<file path="src/rtl/merge1_leaf_sync.sv">
// rtl/merge1_leaf_sync.sv - clocked 2:1 merge leaf with round-robin grant and source tag channel
// The loser of a contention wins the next one; the held entry drains independently on out and s.
module merge1_leaf_sync #(
  parameter int W       = 9,
  parameter bit RR_INIT = 1'b0
) (
  input  logic         CLK,
  input  logic         RESET,
  input  logic [W-1:0] in0_data,
  input  logic         in0_valid,
  output logic         in0_ready,
  input  logic [W-1:0] in1_data,
  input  logic         in1_valid,
  output logic         in1_ready,
  output logic [W-1:0] out_data,
  output logic         out_valid,
  input  logic         out_ready,
  output logic         s_data,
  output logic         s_valid,
  input  logic         s_ready
);

  logic prio;
  logic free;
  logic grant0;
  logic grant1;

  // Ready-through: the entry may be reloaded in the cycle its last handshake completes.
  assign free = ~RESET & (~out_valid | out_ready) & (~s_valid | s_ready);

  always_comb begin
    grant0 = 1'b0;
    grant1 = 1'b0;
    if (free) begin
      if (in0_valid && in1_valid) begin
        grant0 = ~prio;
        grant1 = prio;
      end else begin
        grant0 = in0_valid;
        grant1 = in1_valid;
      end
    end
  end

  assign in0_ready = grant0;
  assign in1_ready = grant1;

  always_ff @(posedge CLK or posedge RESET) begin
    if (RESET) begin
      out_data  <= '0;
      out_valid <= 1'b0;
      s_data    <= 1'b0;
      s_valid   <= 1'b0;
      prio      <= RR_INIT;
    end else if (grant0 || grant1) begin
      out_data  <= grant1 ? in1_data : in0_data;
      s_data    <= grant1;
      out_valid <= 1'b1;
      s_valid   <= 1'b1;
      prio      <= grant0;
    end else begin
      if (out_valid && out_ready) out_valid <= 1'b0;
      if (s_valid && s_ready)     s_valid   <= 1'b0;
    end
  end

endmodule

</file>
<file path="config.mk">
export PLATFORM = sky130hd
export DESIGN_NAME = merge1_leaf_sync
export DESIGN_NICKNAME = d
export VERILOG_FILES = /design/src/rtl/merge1_leaf_sync.sv
export SDC_FILE = /design/constraint.sdc
export NUM_CORES = 1
export LEC_CHECK = 0
export ABC_AREA = 1
export ABC_CLOCK_PERIOD_IN_PS = 1290
export CELL_PAD_IN_SITES_DETAIL_PLACEMENT = 0
export CELL_PAD_IN_SITES_GLOBAL_PLACEMENT = 1
export CORE_MARGIN = 2
export CORE_UTILIZATION = 23
export CTS_CLUSTER_DIAMETER = 80
export DETAILED_ROUTE_END_ITERATION = 8
export GPL_ROUTABILITY_DRIVEN = 0
export GPL_TIMING_DRIVEN = 0
export PLACE_DENSITY_LB_ADDON = 0.08
export RECOVER_POWER = 25
export SYNTH_ARGS = -nofsm -noshare
export SYNTH_HDL_FRONTEND = slang
export SYNTH_SLANG_ARGS = --single-unit
</file>
<file path="constraint.sdc">
create_clock -name CLK -period 1.29 [get_ports CLK]
set_input_delay 0.258 -clock CLK [delete_from_list [all_inputs] [get_ports CLK]]
set_output_delay 0.258 -clock CLK [all_outputs]
set_load 0.1 [all_outputs]
</file>
Word-level counts from Yosys, hierarchy flattened
Cells that the tools add are included.

Word-level logic and storage cells: 28. Bits of input ports: 24. Bits in registers: 13. Output and inout bits: 14.

Multiplexer cells: 9. Reductions and logical operators: 6. Bitwise logic cells: 8.

Operators with widths (count): 9-bit 2-to-1 mux (1); 1-bit 2-to-1 mux (8); 1-bit NOT (4); 2-bit nonzero test (2); 1-bit logical AND (3); 1-bit AND (2); 1-bit OR (2); 1-bit logical OR (1).

Longest topological paths before layout
Gate-level depths: netlist of run 1.

Word-level depth: 7. Gate-level depth with buffers: 9. Gate-level depth less buffers: 8.

Worst setup path after synthesis of run 1
OpenSTA, ideal clock, no wires.

Kind: reg2out. From: reg s_valid. To: out in0_ready. Arrival: 1.992 ns. Buffers on the path: 1. Cell stages (with the launch flop): 7. Slack: -0.960 ns. Data required time: 1.032 ns. Cell sequence: dfrtp_1 -> nand2_2 -> nand2_1 -> nor2_1 -> buf_4 -> nand2_1 -> inv_1.

Word-level cells in the longest chain between the ends: 4.

Ends and longest elaborated chain: start: declaration (RTL line 19) `output logic s_valid,`; start signal: assignment (RTL line 53) `s_valid <= 1'b0;`; start signal: assignment (RTL line 59) `s_valid <= 1'b1;`; start signal: assignment (RTL line 63) `if (s_valid && s_ready) s_valid <= 1'b0;`; 1-bit NOT (RTL line 29) `assign free = ~RESET & (~out_valid | out_ready) & (~s_valid | s_ready);`; 1-bit OR (RTL line 29); 1-bit AND (RTL line 29); 1-bit 2-to-1 mux (RTL line 34) `if (free) begin`; end: declaration (RTL line 11) `output logic in0_ready,`.

No other way between the ends.

Final worst setup path of run 1
From: in out_ready. To: out in1_ready.

Word-level cells in the longest chain between the ends: 4.

Ends and longest elaborated chain: start: declaration (RTL line 17) `input logic out_ready,`; 1-bit OR (RTL line 29); 1-bit AND (2 in a row) (RTL line 29); 1-bit 2-to-1 mux (RTL line 34); end: declaration (RTL line 14) `output logic in1_ready,`.

No other way between the ends.

==> results of run 1 <==
layout make-up:
cell class,instances,area share
flip-flops and latches,13,0.223
repair buffers,50,0.331
inverters,28,0.0812
well taps,44,0.0368
multi-input cells,61,0.294
clock buffers,4,0.0176
plain buffers,2,0.0176
layer usage:
metal	part of all wire	wire length, µm	vias up	GRT usage
li1	-	-	412	-
met1	0.38	809	362	0.138
met2	0.53	1130	23	0.198
met3	0.059	125	4	0.0126
met4	0.021	45	0	0.0745
met5	0	0	-	0
cell usage in the layout, fill, tap and decap left out, drive strengths merged:
cell type,instances
nand2,38
buf,29
inv,25
clkdlybuf4s50,21
nand3,19
dfrtp,13
clkbuf,4
clkinvlp,3
a21oi,3
dlygate4sd2,2
nor2,1
power by group through the flow:
stage	logic [mW]	registers, mW	clock network [mW]
after floorplan	0.292	1.38	0
after global placement	1.42	0.609	0
after detailed placement	1.43	0.612	0
after CTS	1.49	0.608	0.266
after global routing	1.63	0.622	0.278
final	1.56	0.606	0.250
cells by family after synthesis:
kind of cell / share of synthesized area
AOI/OAI and AO/OA: 0.0501
DFF: 0.434
buffers and inverters: 0.180
and+or+nand+nor: 0.336
critical path, delay by kind of cell:
kind	cells	cell delay [ns]
buffers and inverters	6	0.91
AND/OR/NAND/NOR	3	0.28
registers in the layout (all words and copies together) (netlist names):
name / cells
out_data: 9
s_data: 1
prio: 1
s_valid: 1
out_valid: 1
path summary, 6_finish.rpt:
path                                  start           to  cells after the start
max in group asynchronous             RESET      s_valid                      3
min in group CLK                out_data[4]  out_data[4]                      2
worst max register to register    out_valid  out_data[7]                     11
worst min register to register  out_data[4]  out_data[4]                      2
worst min-delay path                  RESET         prio                      3
worst max-delay path              out_ready    in1_ready                      9
repair_timing:
| item | CTS | global route |
|---|---|---|
| gates resized for setup | 102 | 36 |
| setup buffers | 10 | 3 |
| endpoints found under the setup margin | 27 | 15 |
| pin swaps | 8 | 11 |
| cloned | 1 | 0 |
==> flow_summary.yaml, run 1 <==
worst_setup_path:
  worstPathRequired_ns: 1.03
  end_kind: "output port"
  crit_path_start_kind: "input pin"
  setup.reg_to_reg.worst_slack_ns: -0.25
  critical_path_start_end_classification: "input pin to output port"
  critical_path.max_fanout: 3
  crit_path_max_incr_delay_ns: 0.45
  timing.critical_path.cells: "clkdlybuf4s50_1 -> inv_1 -> nand2_4 -> inv_4 -> nor2_4 -> nand2_2 -> buf_8 -> clkinvlp_4 -> buf_12"
  crit_arrival_ns: 1.46
  cpMaxStageDelayCell: "clkdlybuf4s50_1"
clock_network:
  clockBufferDepth: 2
  cts_inserted_buffers: 3
  cts.sink_count: 13
  clock_latency_ns: 0.27
  cts_max_level: 1
  cts_tree: "yes"
  clkSlewWorstSetupHoldPaths_ns: 0.08
  root_buffer: "clkbuf_4"
  post_cts_hold_buffer_count: 0
floorplan:
  design.die.area_um2: 3730
  die_width_um: 61.1
  die-height_um: 61.1
  pin_count: 38
  core_area_um2: 3080
  std_cell_rows: 20
  initial_core_utilization: 0.243
placed_design:
  dp.final_hpwl_mm: 1.40
  io_buffer_count: 37
  detailed_place.area_um2: 1210
  preCtsSetupSlack_ns: -1.85
  number_of_instances_in_the_placed_design: 186
routing:
  post-route-drc-count: 0
  route.detailed.vias_per_inst: 3.97
  drt-initial-drc-count: 5
  num_vias: 801
  drt_first_pass_iters: 4
  drt_wl_total_mm: 2.11
  drtAntennaViolNets: 0
  average_detailed_routed_wire_length_per_instance_um: 10.4
global_route:
  grt_max_degree: 15
  grt_remaining_overflow: 0
  grt.total_usage: 0.116
  grt_antenna_before_repair: 0
  number_of_global_route_vias_before_repair: 714
  grt_pass1_wl_mm: 3.08
synthesis:
  post_synth_num_cell_types: 11
  syn-num-nets: 129
  post-synth-top-count-cell: "nand2_1"
  syn_avg_cell_area_um2: 7.14
  synthesis.area_um2: 749
  synth_area_leader_cell: "dfrtp_1"
  synth.cells.most_frequent: "34 x nand2_1, 25 x inv_1, 19 x nand3_1"
  gate_count_after_technology_mapping: 105
  netlist_top_cells_area: "dfrtp_1 43%, nand2_1 17%, nand3_1 13%"
  synth.yosys.warnings: 0
  synth_seq_cells: 13
  ys.flop_type: "dfrtp_1"
  fraction_of_registers_with_async_set_reset: 1.00
  synth_edf_count: 0
  synth_seq_area_share: 0.434
  yosysTopAreaCellShare: 0.434
power_and_ir_drop:
  p_comb_frac: 0.645
  share_clk_of_total_power: 0.104
  power_per_cell_area_nw_per_um2: 1610
  vdd.ir_drop.worst_mv: 0.629
  netSwitchingFraction: 0.558
  p_sw_mw: 1.35
  power_leakage_nw: 0.768
  cellInternalPower_mw: 1.07
  seqPwrFrac: 0.251
  total_power_mw: 2.41
sta:
  grt_setup_unrepaired: "true"
  worst_slew_margin_rel: 0.814
  timing.clock.skew_ns: 0.000296
  setup_viol_count_final: 11
  setup_ws_ns: -0.425
  final.period_utilization: 1.33
  fin_crit_ns: 1.72
  hold-worst-slack_ns: 0.203
  finalHoldViolations: 0
  highest_clock_rate_mhz: 583
  tightest_slew_ns: 0.281
  slew_viol_final: 0
  final.setup.tns_ns: -2.90
cells_and_area:
  insertedDiodeCount: 0
  areaGrowthSynthToFinish_pct: 99.5
  area.sequential_um2: 333
  design_area_um2: 1500
  finalNetCount: 183
  stdcell_count: 202
  multi_input_comb_area_um2: 439
  filler_cell_count: 321
  finish.utilization: 0.486
  layout-drive-gt1-share: 0.456
job:
  maxCapViolCount: 0
run_status:
  failing_checks: "negative setup slack"
  status: "complete, but fails checks"
hold_path:
  hold_class: "input pin to async pin"
Power figures use the tool's default switching activity.
==> run 2, diff against run 1 <==
Settings changed: CTS_CLUSTER_DIAMETER 80 to 50.
==> results of run 2 <==
Final layout, timing and power as in run 1 (identical DEF).
